### config.mk
export PLATFORM = sky130hd
export DESIGN_NAME = seq_detector_param
export DESIGN_NICKNAME = d
export VERILOG_FILES = /design/src/rtl/seq_detector_param.sv
export SDC_FILE = /design/constraint.sdc
export NUM_CORES = 1
export LEC_CHECK = 0
export BUFFER_PORTS_ARGS = -buffer_cell sky130_fd_sc_hd__buf_2
export CORE_MARGIN = 5
export CORE_UTILIZATION = 59
export CTS_BUF_LIST = sky130_fd_sc_hd__clkbuf_16
export DETAILED_ROUTE_END_ITERATION = 8
export GPL_TIMING_DRIVEN = 0
export HOLD_SLACK_MARGIN = 0.02
export PLACE_DENSITY = 0.92
export SLEW_MARGIN = 20
export SYNTH_ARGS = -nofsm -noshare
export SYNTH_HDL_FRONTEND = slang
export SYNTH_SLANG_ARGS = --single-unit
### constraint.sdc
create_clock -name clk -period 5.75 [get_ports clk]
set_clock_uncertainty 0.05 [all_clocks]
set_input_delay 0 -clock clk [delete_from_list [all_inputs] [get_ports clk]]
set_output_delay 0 -clock clk [all_outputs]
set_load 0.01 [all_outputs]
### src/rtl/seq_detector_param.sv
// Serial pattern detector with a runtime-loadable pattern of up to PAT_WIDTH bits.
// Bits are qualified by en. Detection can be overlapping or non-overlapping.
// A saturating counter tallies the matches.
// The match pulse on out is registered: it is high for the one cycle after the
// final bit of a match is accepted.

module seq_detector_param #(
  parameter int PAT_WIDTH = 8,
  parameter int CNT_W     = 8,
  localparam int LEN_W    = $clog2(PAT_WIDTH + 1)
) (
  input  logic                 clk,
  input  logic                 reset_n,
  input  logic                 in,
  input  logic                 en,
  input  logic                 cfg_load,
  input  logic [PAT_WIDTH-1:0] pattern,
  input  logic [LEN_W-1:0]     pat_len,
  input  logic                 overlap,
  input  logic                 cnt_clr,
  output logic                 out,
  output logic [CNT_W-1:0]     match_count,
  output logic [LEN_W-1:0]     fill
);

  // Largest value match_count can hold; the counter sticks here instead of wrapping.
  localparam logic [CNT_W-1:0] CNT_MAX = {CNT_W{1'b1}};

  // Clamp a requested length to the physical history depth.
  function automatic logic [LEN_W-1:0] clamp_len(input logic [LEN_W-1:0] len);
    logic [LEN_W-1:0] res;
    if (len > LEN_W'(PAT_WIDTH)) begin
      res = LEN_W'(PAT_WIDTH);
    end else begin
      res = len;
    end
    return res;
  endfunction

  // Build a mask with the low 'len' bits set; only those bits take part in a compare.
  function automatic logic [PAT_WIDTH-1:0] len_mask(input logic [LEN_W-1:0] len);
    logic [PAT_WIDTH-1:0] m;
    m = '0;
    for (int i = 0; i < PAT_WIDTH; i++) begin
      if (i < int'(len)) begin
        m[i] = 1'b1;
      end else begin
        m[i] = 1'b0;
      end
    end
    return m;
  endfunction

  // Latched configuration.
  logic [PAT_WIDTH-1:0] pat_r;
  logic [LEN_W-1:0]     len_r;
  logic                 ovl_r;

  // Detection state.
  logic [PAT_WIDTH-1:0] hist_r;
  logic [LEN_W-1:0]     fill_r;
  logic                 out_r;
  logic [CNT_W-1:0]     cnt_r;

  // Combinational helpers and next-state values.
  logic [LEN_W-1:0]     eff_len_s;
  logic [PAT_WIDTH-1:0] mask_s;
  logic [PAT_WIDTH-1:0] hist_shift_s;
  logic [LEN_W-1:0]     fill_inc_s;
  logic                 match_s;
  logic [PAT_WIDTH-1:0] hist_nxt_s;
  logic [LEN_W-1:0]     fill_nxt_s;
  logic                 out_nxt_s;
  logic [CNT_W-1:0]     cnt_nxt_s;
  logic [PAT_WIDTH-1:0] pat_nxt_s;
  logic [LEN_W-1:0]     len_nxt_s;
  logic                 ovl_nxt_s;

  // Evaluate the candidate shift and the match condition for the bit offered this cycle.
  always_comb begin
    eff_len_s    = clamp_len(len_r);
    mask_s       = len_mask(eff_len_s);
    hist_shift_s = {hist_r[PAT_WIDTH-2:0], in};

    // Fill saturates at the effective length; with length 0 it stays at 0.
    if (fill_r < eff_len_s) begin
      fill_inc_s = fill_r + LEN_W'(1);
    end else begin
      fill_inc_s = eff_len_s;
    end

    // A zero-length pattern never matches, even though fill equals L trivially.
    // A load cycle drops the offered bit, so it cannot complete a match.
    if (en && !cfg_load && (eff_len_s != '0) && (fill_inc_s == eff_len_s) &&
        ((hist_shift_s & mask_s) == (pat_r & mask_s))) begin
      match_s = 1'b1;
    end else begin
      match_s = 1'b0;
    end
  end

  // Select the next history, fill, pulse and configuration values.
  // A load takes priority over the bit presented in the same cycle.
  always_comb begin
    hist_nxt_s = hist_r;
    fill_nxt_s = fill_r;
    out_nxt_s  = 1'b0;
    pat_nxt_s  = pat_r;
    len_nxt_s  = len_r;
    ovl_nxt_s  = ovl_r;

    if (cfg_load) begin
      pat_nxt_s  = pattern;
      len_nxt_s  = pat_len;
      ovl_nxt_s  = overlap;
      hist_nxt_s = '0;
      fill_nxt_s = '0;
      out_nxt_s  = 1'b0;
    end else if (en) begin
      out_nxt_s = match_s;
      if (match_s && !ovl_r) begin
        // Non-overlapping: the next match must be built from L fresh bits.
        hist_nxt_s = '0;
        fill_nxt_s = '0;
      end else begin
        // Overlapping, or no match yet: keep the shifted history.
        // After an overlapping match, fill is already saturated at L.
        hist_nxt_s = hist_shift_s;
        fill_nxt_s = fill_inc_s;
      end
    end else begin
      hist_nxt_s = hist_r;
      fill_nxt_s = fill_r;
      out_nxt_s  = 1'b0;
    end
  end

  // Next value of the saturating match counter; a clear wins over a same-cycle match.
  always_comb begin
    cnt_nxt_s = cnt_r;
    if (cnt_clr) begin
      cnt_nxt_s = '0;
    end else if (match_s && (cnt_r != CNT_MAX)) begin
      cnt_nxt_s = cnt_r + CNT_W'(1);
    end else begin
      cnt_nxt_s = cnt_r;
    end
  end

  // State and configuration registers, cleared asynchronously by reset.
  always_ff @(posedge clk or negedge reset_n) begin
    if (!reset_n) begin
      pat_r  <= '0;
      len_r  <= '0;
      ovl_r  <= 1'b0;
      hist_r <= '0;
      fill_r <= '0;
      out_r  <= 1'b0;
      cnt_r  <= '0;
    end else begin
      pat_r  <= pat_nxt_s;
      len_r  <= len_nxt_s;
      ovl_r  <= ovl_nxt_s;
      hist_r <= hist_nxt_s;
      fill_r <= fill_nxt_s;
      out_r  <= out_nxt_s;
      cnt_r  <= cnt_nxt_s;
    end
  end

  assign out         = out_r;
  assign match_count = cnt_r;
  assign fill        = fill_r;

endmodule
* After elaboration in Yosys (flattened, before gate mapping) *
Cells that the tools add are included.

storage, ports and cells
  flip-flop bits (word level) = 33
  input bits = 19
  output and inout port bits = 13
  logic and storage cells = 56

cells by class
  add/subtract/negate cells = 2
  $lt $le $gt $ge = 10
  equality and inequality tests = 3
  muxes and demuxes = 21
  bitwise operators = 2
  reductions and logical operators = 11

operators with widths
  kind                                                                  number
  7-bit two-way mux                                                     3
  4-bit two-way mux                                                     5
  8-bit bitwise AND                                                     2
  3-bit by 4-bit < comparator with 1-bit output (first input constant)  4
  8-bit two-way mux                                                     2
  1-bit two-way mux                                                     11
  8-bit by 1-bit adder with 8-bit output (second input constant)        1
  8-bit equality test                                                   1
  1-bit by 4-bit < comparator with 1-bit output (first input constant)  2
  2-bit by 4-bit < comparator with 1-bit output (first input constant)  2
  8-bit != test (second input constant)                                 1
  1-bit logical AND                                                     6
  4-bit by 1-bit adder with 4-bit output (second input constant)        1
  4-bit equality test                                                   1
  4-bit greater-than comparator (second input constant)                 1
  4-bit < comparator                                                    1
  2-bit nonzero test                                                    2
  4-bit nonzero test                                                    1
  1-bit logical NOT                                                     2

* Longest topological paths before layout *
Gate-level depths: netlist of run 1.

  word-level depth = 12
  gate-level depth with buffers = 11
  depth with buffers taken out = 9

* Worst setup path after synthesis of run 1 *
Ideal clock, no wire load.

  path type = reg2reg
  from = reg len_r[3]
  to = reg hist_r[1]
  arrival time = 2.767 ns
  data required time = 5.578 ns
  slack = 2.812 ns
  stages on the path, launching flop included = 12
  period minus slack after synthesis = 2.938 ns
  cell sequence = dfrtp_1 > buf_2 > nor2b_1 > inv_1 > ha_1 > o211ai_1 > o21ai_2 > nor2_1 > or4_4 > or3_4 > buf_6 > a32o_1

between the ends
  cells in the longest elaborated chain, start to end = 12
  elaborated cells between the ends (all ways) = 33
  those cells by class = 10 x order compare; 2 x eq/ne; 14 x mux; 2 x bitwise; 5 x reduce/logical

ends and longest elaborated chain
  what                                                                   RTL line  RTL
  start, declared                                                        56        logic [LEN_W-1:0] len_r;
  start signal, assigned                                                 162       len_r <= len_nxt_s;
  4-bit greater-than comparator                                          32        if (len > LEN_W'(PAT_WIDTH)) begin
  4-bit two-way mux *                                                    32
  1-bit by 4-bit < comparator with 1-bit output (tied with other cells)  45        if (i < int'(len)) begin
  1-bit two-way mux / 4-bit two-way mux (equally long branches)          45, 86
  8-bit bitwise AND / 4-bit equality test (equally long branches)        95, 94
  8-bit equality test / 1-bit logical AND (equally long branches)        95, 94
  1-bit logical AND *                                                    94        if (en && !cfg_load && (eff_len_s != '0) && (fill_inc_s == eff_len_s) &&
  1-bit two-way mux *                                                    94
  1-bit logical AND *                                                    121       if (match_s && !ovl_r) begin
  7-bit two-way mux *                                                    121
  7-bit two-way mux *                                                    119       end else if (en) begin
  7-bit two-way mux *                                                    112       if (cfg_load) begin
  end signal, assigned                                                   164       hist_r <= hist_nxt_s;
  end, declared                                                          60        logic [PAT_WIDTH-1:0] hist_r;

Every way passes the cells marked *; elsewhere a longest branch is shown, timed or not. The select of a mux whose other input is x is not followed.
A chain may end at the register's enable or synchronous reset.

* Final worst setup path of run 1 *
  from = reg len_r[3]
  to = reg hist_r[4]

The elaborated chain is that of the path after synthesis.

==> results of run 1 <==
[worst max-delay path by stage]
| stage | startpoint | end | depth (start not counted) |
|---|---|---|---|
| final | len_r[3] | hist_r[4] | 11 |
| after global routing | len_r[3] | hist_r[4] | 11 |
| after CTS | len_r[3] | hist_r[4] | 11 |
| after detailed placement | len_r[3] | hist_r[4] | 11 |
| after global placement | len_r[3] | hist_r[4] | 11 |
| after floorplan | len_r[3] | hist_r[1] | 11 |
[per-layer routing]
layer	part of all wire, %	GRT usage, %	up-vias	routed length (um)
met5	0	0	-	0
met4	4.5	15.3	0	201
met3	6.8	7.48	22	304
met2	49	37.8	72	2180
met1	40	28.0	775	1800
li1	-	-	739	-
[tightest hold or removal path, stage by stage]
cell and delay, ns:
buf_2 0.09, nor2_1 0.05, a32o_1 0.20
[power by group]
group / leakage, nW / internal, mW / switching (mW) / total, mW
Sequential: 0.429 / 0.246 / 0.0152 / 0.261
Clock: 0.0687 / 0.156 / 0.0952 / 0.251
Combinational: 0.535 / 0.0606 / 0.0729 / 0.133
Total: 1.03 / 0.463 / 0.183 / 0.646
[Yosys cell counts (2+ instances only)]
cell type and n:
buf_1 2, or3_1 2, ha_1 5, mux2_2 13, dfrtp_1 33, xnor2_1 8
o31ai_1 3, nor2b_1 5, or4_1 3, nor2_1 6, buf_6 3, nand3_1 4
and3_1 4, xor2_1 6, a31oi_1 3, o21ai_0 6, inv_1 6, nand4_1 4
a32o_1 11, a21oi_1 8, nand2_1 6, clkbuf_1 3, a311oi_1 2
[layout make-up]
type	instances	area (um2)	area share, %
multi-input combinational	118	925	39.8
sequential	33	826	35.5
timing repair buffer	44	295	12.7
clock buffer	5	125	5.38
buffer	10	65.1	2.80
tap	44	55.1	2.37
inverter	6	22.5	0.968
clock inverter	3	12.5	0.538
[registers in the layout, summed over array words and instances (netlist names)]
signal	cells
out	1
hist_r	7
len_r	4
ovl_r	1
pat_r	8
match_count	8
fill	4
[timing repair]
item / CTS / global route
buffers inserted: 0 / 0
hold buffers: 15 / 0
endpoints found under the hold margin: 47 / 0
[through the flow]
stage | instance area [um2] | instances
after floorplan | 1840 | 167
after global placement | 2040 | 240
after detailed placement | 2040 | 240
after CTS | 2330 | 263
after global routing | 2330 | 263
final | 2330 | 263
[logic make-up (layout without fill, tap and decap cells)]
| logic type | Yosys count | count (layout) | share of synthesized area (%) |
|---|---|---|---|
| AOI/OAI and AO/OA | 42 | 42 | 17.2 |
| xor gates and xnor gates | 14 | 14 | 6.67 |
| adders and majority gates | 5 | 5 | 3.40 |
| buffers and inverters | 16 | 68 | 4.76 |
| DFF | 33 | 33 | 44.9 |
| muxes | 13 | 13 | 7.96 |
| and+or+nand+nor | 44 | 44 | 15.0 |
==> impl_results.md, run 1 <==
* Worst VDD drop at 0.228 mV
* DR pass1 iterations at 4
* Worst Tran Pin Value at 0.728 ns
* Vias in the first global route at 1,569
* Core footprint at 3030 um2
* Clock tree buffer depth at 2
* Number of setup violations in the final report at 0
* Placer congestion estimate at 0.855
* CP Data Arrival Time at 3.40 ns
* Share of the synthesized area in the top cell type at 44.9%
* Via count at 1,608
* Global-route wire length before repair at 7650 um
* Rel. slew slack at 51.0%
* CP Cell Sequence: buf_2, nor2b_1, inv_1, ha_1, o211ai_1, o21ai_2, nor2_1, or4_4, or3_4, buf_6, a32o_1
* CTS tree: built
* H-tree levels at 2
* Root buf cell: clkbuf_16
* Leading area contributor after synthesis: dfrtp_1
* Setup Crit Path Kind: flop to flop
* Hold endpoint: fill[0]
* Worst slack, placed at 2.58 ns
* Min Tclk post-route at 3.29 ns
* Max_cap viols at 0
* WL final at 4490 um
* Die X at 65.8 um
* Die ar. at 4330 um2
* Max incr delay on CP at 0.57 ns
* Pwr per Cell Area at 278 nW/um2
* Synth warn at 0
* Starting Density at 60.7%
* Average cell area after synthesis at 11.0 um2
* Num rows at 20
* Number of port buffers at 29
* Post-synthesis cell area at 1840 um2
* Total power at 0.646 mW
* Skew-Pair Late Insertion Delay at 0.28 ns
* Most frequent cells in the layout: dfrtp_1, buf_2, dlygate4sd3_1, mux2_2, a32o_1
* CP delay by family, top: simple AND/OR/NAND/NOR gates
* Share of cells above drive strength 1 at 26.9%
* R2R depth at 11
* GRT Util Overall at 24.0%
* Filler cells at 197
* Syn_nets at 191
* Final max-slew violation count at 0
* Antenna cell count at 0
* Asr flop ratio synth at 100%
* Hold depth at 3
* Io pins at 32
* Critical path fanouts, max at 10
* R2R setup slack at 2.46 ns
* Status: finished clean
* Sequential share of the synthesized area at 44.9%
* Post-synth EDFFs at 0
* Number of library cell types mapped by synthesis at 44
* Post-cts sizing count at 0
* Worst Path Buf+Inv at 3
* Largest net degree at the start of global routing at 34
* Final net count at 242
* Ys flop type: dfrtp_1
* Final core occ at 76.8%
* RSZ-0062 raised after global routing: no
* F_max at 304 MHz
* Final ANT Viol Nets at 0
* Grt total ovfl at 0
* Crit-path slowest cell: or4_4
* WL/cell at 17.1 um
* Die height at 65.8 um
* Worst R2R Start: len_r[3]
* Critical Path Start Type: flop
* HPWL after DPL at 2810 um
* Gate Count Post-Synth at 167
* Final hold slack at 0.0423 ns
* Critical R2R Capture: hist_r[4]
* Vias/cell at 6.11
* Hold Vio Cnt, Final at 0
* Number of remaining DRC errors at 0
* 1st-iter DRT viols at 150
* Hold Path Class: input pin to flop
* TritonCTS buffer count at 5
* Synth-to-layout area growth at 26.5%
* Clk slew on worst S/H paths at 0.06 ns
* Crit path capture type: flop
* Hold Crit Start: en
* PnR worst setup slack at 2.46 ns
* Sum Neg Setup Slack at 0 ns
* P_leak at 1.03 nW
* Synth top area cells: dfrtp_1, mux2_2, a32o_1
* CP required at 5.86 ns
* Initial antenna violation count at 0
* Clock sink count at 33
* Number of synthesized register bits at 33
* Commonest non-fill, non-tap cell in the layout: dfrtp_1
* Period utilisation layout at 57.2%
No activity file was read; power rests on OpenSTA's default activity.
==> run 2, diff against run 1 <==
--- a/config.mk
+++ b/config.mk
@@ -5,14 +5,15 @@
 export SDC_FILE = /design/constraint.sdc
 export NUM_CORES = 1
 export LEC_CHECK = 0
+export ABC_AREA = 1
 export BUFFER_PORTS_ARGS = -buffer_cell sky130_fd_sc_hd__buf_2
 export CORE_MARGIN = 5
-export CORE_UTILIZATION = 59
+export CORE_UTILIZATION = 56
 export CTS_BUF_LIST = sky130_fd_sc_hd__clkbuf_16
 export DETAILED_ROUTE_END_ITERATION = 8
 export GPL_TIMING_DRIVEN = 0
 export HOLD_SLACK_MARGIN = 0.02
-export PLACE_DENSITY = 0.92
+export PLACE_DENSITY = 0.88
 export SLEW_MARGIN = 20
 export SYNTH_ARGS = -nofsm -noshare
 export SYNTH_HDL_FRONTEND = slang
==> constraint.sdc (replaced) <==
create_clock -name clk -period 3.2 [get_ports clk]
set_clock_uncertainty 0.05 [all_clocks]
set_input_delay 0 -clock clk [delete_from_list [all_inputs] [get_ports clk]]
set_output_delay 0 -clock clk [all_outputs]
set_load 0.01 [all_outputs]
==> impl_results.md, run 2 <==
* F_max at 399 MHz (+31%)
* Final Instance Area at 2560 um2 (+10%)
* Die ar. at 4990 um2 (+15%)
* Post-CTS Hold Buffers at 15 (unchanged)
* Setup crit start: len_r[0]
* Total setup buffers inserted after CTS at 0 (unchanged)
* Hold Vio Cnt, Final at 0 (unchanged)
* TritonCTS buffer count at 5 (unchanged)
* Average cell area after synthesis at 7.41 um2 (-33%)
* H-tree levels at 2 (unchanged)
* Post-synthesis cell area at 2060 um2 (+12%)
* CP required at 3.32 ns (-2.54 ns)
* Clock tree buffer depth at 2 (unchanged)
* Hold Path Class: input pin to flop
* Number of synthesized register bits at 33 (unchanged)
* Ys flop type: dfrtp_1
* CP Data Arrival Time at 2.62 ns (-0.78 ns)
* Hold Crit Start: cnt_clr
* Share of cells above drive strength 1 at 19.0% (-7.9 points)
* Die height at 70.7 um (+7.4%)
* Worst Tran Pin Value at 0.717 ns (-0.0103 ns)
* Max_cap viols at 0 (unchanged)
* Final ANT Viol Nets at 0 (unchanged)
* Most common cell in the netlist: nand2_1
* Starting Density at 57.1% (-3.6 points)
* WL final at 4820 um (+7.4%)
* Largest net degree at the start of global routing at 34 (unchanged)
* Pwr per Cell Area at 483 nW/um2 (+74%)
* Min Tclk post-route at 2.51 ns (-0.785 ns)
* Worst R2R Start: len_r[0]
* Core footprint at 3610 um2 (+19%)
* HPWL after DPL at 3340 um (+19%)
* Leading area contributor after synthesis: dfrtp_1
* Worst VDD drop at 0.491 mV (+120%)
* DR pass1 iterations at 4 (unchanged)
* Final net count at 354 (+46%)
* Placer congestion estimate at 0.906 (+6.0%)
* Rel. slew slack at 52.2% (+1.1 points)
* Number of setup violations in the final report at 0 (unchanged)
* Number of port buffers at 30 (+3.4%)
* Most frequent cells in the layout: nand2_1, inv_1, dfrtp_1, buf_2, nor2_1
* Gate Count Post-Synth at 278 (+66%)
* 1st-iter DRT viols at 182 (+21%)
* Final max-slew violation count at 0 (unchanged)
* Initial antenna violation count at 0 (unchanged)
* Crit path capture type: flop
* Via count at 1,948 (+21%)
* Clock sink count at 33 (unchanged)
* Critical path fanouts, max at 10 (unchanged)
* Commonest non-fill, non-tap cell in the layout: nand2_1
* Sequential share of the synthesized area at 40.1% (-4.9 points)
* Grt total ovfl at 0 (unchanged)
* Synth top area cells: dfrtp_1, nand2_1, inv_1
* Die X at 70.7 um (+7.4%)
* P_leak at 1.43 nW (+38%)
* Commonest cells in the synthesized netlist: nand2_1, inv_1, dfrtp_1
* Io pins at 32 (unchanged)
* Antenna cell count at 0 (unchanged)
* GRT Util Overall at 21.7% (-2.3 points)
* Setup Crit Path Kind: flop to flop
* Clk slew on worst S/H paths at 0.05 ns (about the same)
* CTS tree: built
* Syn_nets at 302 (+58%)
* Placed cell area at 2270 um2 (+11%)
* Synth-to-layout area growth at 24.2%
* Post-cts sizing count at 0 (unchanged)
* Number of library cell types mapped by synthesis at 25 (-43%)
* Share of the synthesized area in the top cell type at 40.1% (-4.9 points)
* Root buf cell: clkbuf_16
* Skew-Pair Late Insertion Delay at 0.28 ns (about the same)
* Synth warn at 0 (unchanged)
* Sum Neg Setup Slack at 0 ns (unchanged)
* Number of remaining DRC errors at 0 (unchanged)
* Global-route wire length before repair at 8650 um (+13%)
* Post-synth EDFFs at 0 (unchanged)
* Status: finished clean
* WL/cell at 12.7 um (-25%)
* Vias in the first global route at 1,895 (+21%)
* Num rows at 22 (+10%)
* Asr flop ratio synth at 100% (unchanged)
* Critical Path Start Type: flop
* RSZ-0062 raised after global routing: no
* Period utilisation layout at 78.3% (+21 points)
* Vias/cell at 5.14 (-16%)
## run 2: cell types whose count changed in the layout (fill, tap and decap cells not counted), moves of 6 or more
| cell | previous run | this run |
|---|---|---|
| nand3_1 | 4 | 16 |
| nand4_1 | 4 | 15 |
| mux2_2 | 13 | 2 |
| nor2_1 | 6 | 24 |
| xnor2_1 | 8 | 2 |
| nand2_2 | 0 | 13 |
| o21ai_0 | 6 | 13 |
| inv_1 | 6 | 36 |
| a32o_1 | 11 | 0 |
| nand2_1 | 6 | 85 |
## run 2: worst max-delay path: stages, from the launching register on
cell      delay [ns]
dfrtp_1         0.45
nor2_1          0.22
nand2_1         0.08
nand2_1         0.06
nand2_1         0.11
ha_1            0.35
nand2_4         0.06
nand2_4         0.05
nand2_4         0.07
nand3b_1        0.11
nand2_1         0.07
nand2_1         0.10
nand2_2         0.10
nor2_8          0.18
nand2_4         0.07
buf_6           0.16
nand2_2         0.06
nand2_1         0.05
## run 2: through the flow
stage               power, mW  setup slack (ns)  util, %  cells  hold WS [ns]
finish                   1.24             0.695     71.0    379        0.0455
floorplan               0.702              1.01        -    278        -0.346
detailed placement      0.780             0.723     63.0    356        0.0453
CTS                      1.24             0.714     71.0    379        0.0405
global placement        0.769             0.806     63.0    356        0.0463
global route             1.31             0.432     71.0    379        0.0841
## run 2: metal layers
layer / track usage (%) / share of wire, %
met3: 5.54 / 4.5
met2: 36.2 / 52
met5: 0 / 0
met4: 8.98 / 1.3
met1: 26.7 / 43
## run 2: power by group
group	leakage, nW	switching [mW]	total [mW]	internal, mW
registers	0.433	0.0342	0.480	0.445
logic	0.922	0.191	0.309	0.118
clock network	0.0748	0.165	0.447	0.282
total	1.43	0.390	1.24	0.845
## run 2: final cells by class
type	count	area (um2)
Multi-Input combinational cell	201	1060
Clock inverter	3	13.8
Fill cell	286	1050
Buffer	7	33.8
Clock buffer	5	125
Inverter	37	141
Sequential cell	33	826
Tap cell	48	60.1
Timing Repair Buffer	45	300
## run 2: cell families after synthesis
family | Yosys count | synth area share, %
XOR/XNOR | 8 | 3.40
multiplexers | 2 | 1.09
flip-flops | 33 | 40.1
adder cells (fa/ha/maj) | 5 | 3.04
AND/OR/NAND/NOR | 166 | 38.7
buffers and inverters | 44 | 8.50
AO/OA/AOI/OAI | 20 | 5.22
## run 2: final timing paths
kind | endpoint | slack, ns | cells past startpoint
max in group asynchronous | fill[1] | 2.37 | 2
min in group asynchronous | hist_r[2] | 0.26 | 2
worst max-delay path | hist_r[0] | 0.69 | 17
worst min register to register | hist_r[1] | 0.45 | 2
worst min-delay path | match_count[7] | 0.05 | 4
worst max register to register | hist_r[0] | 0.69 | 17
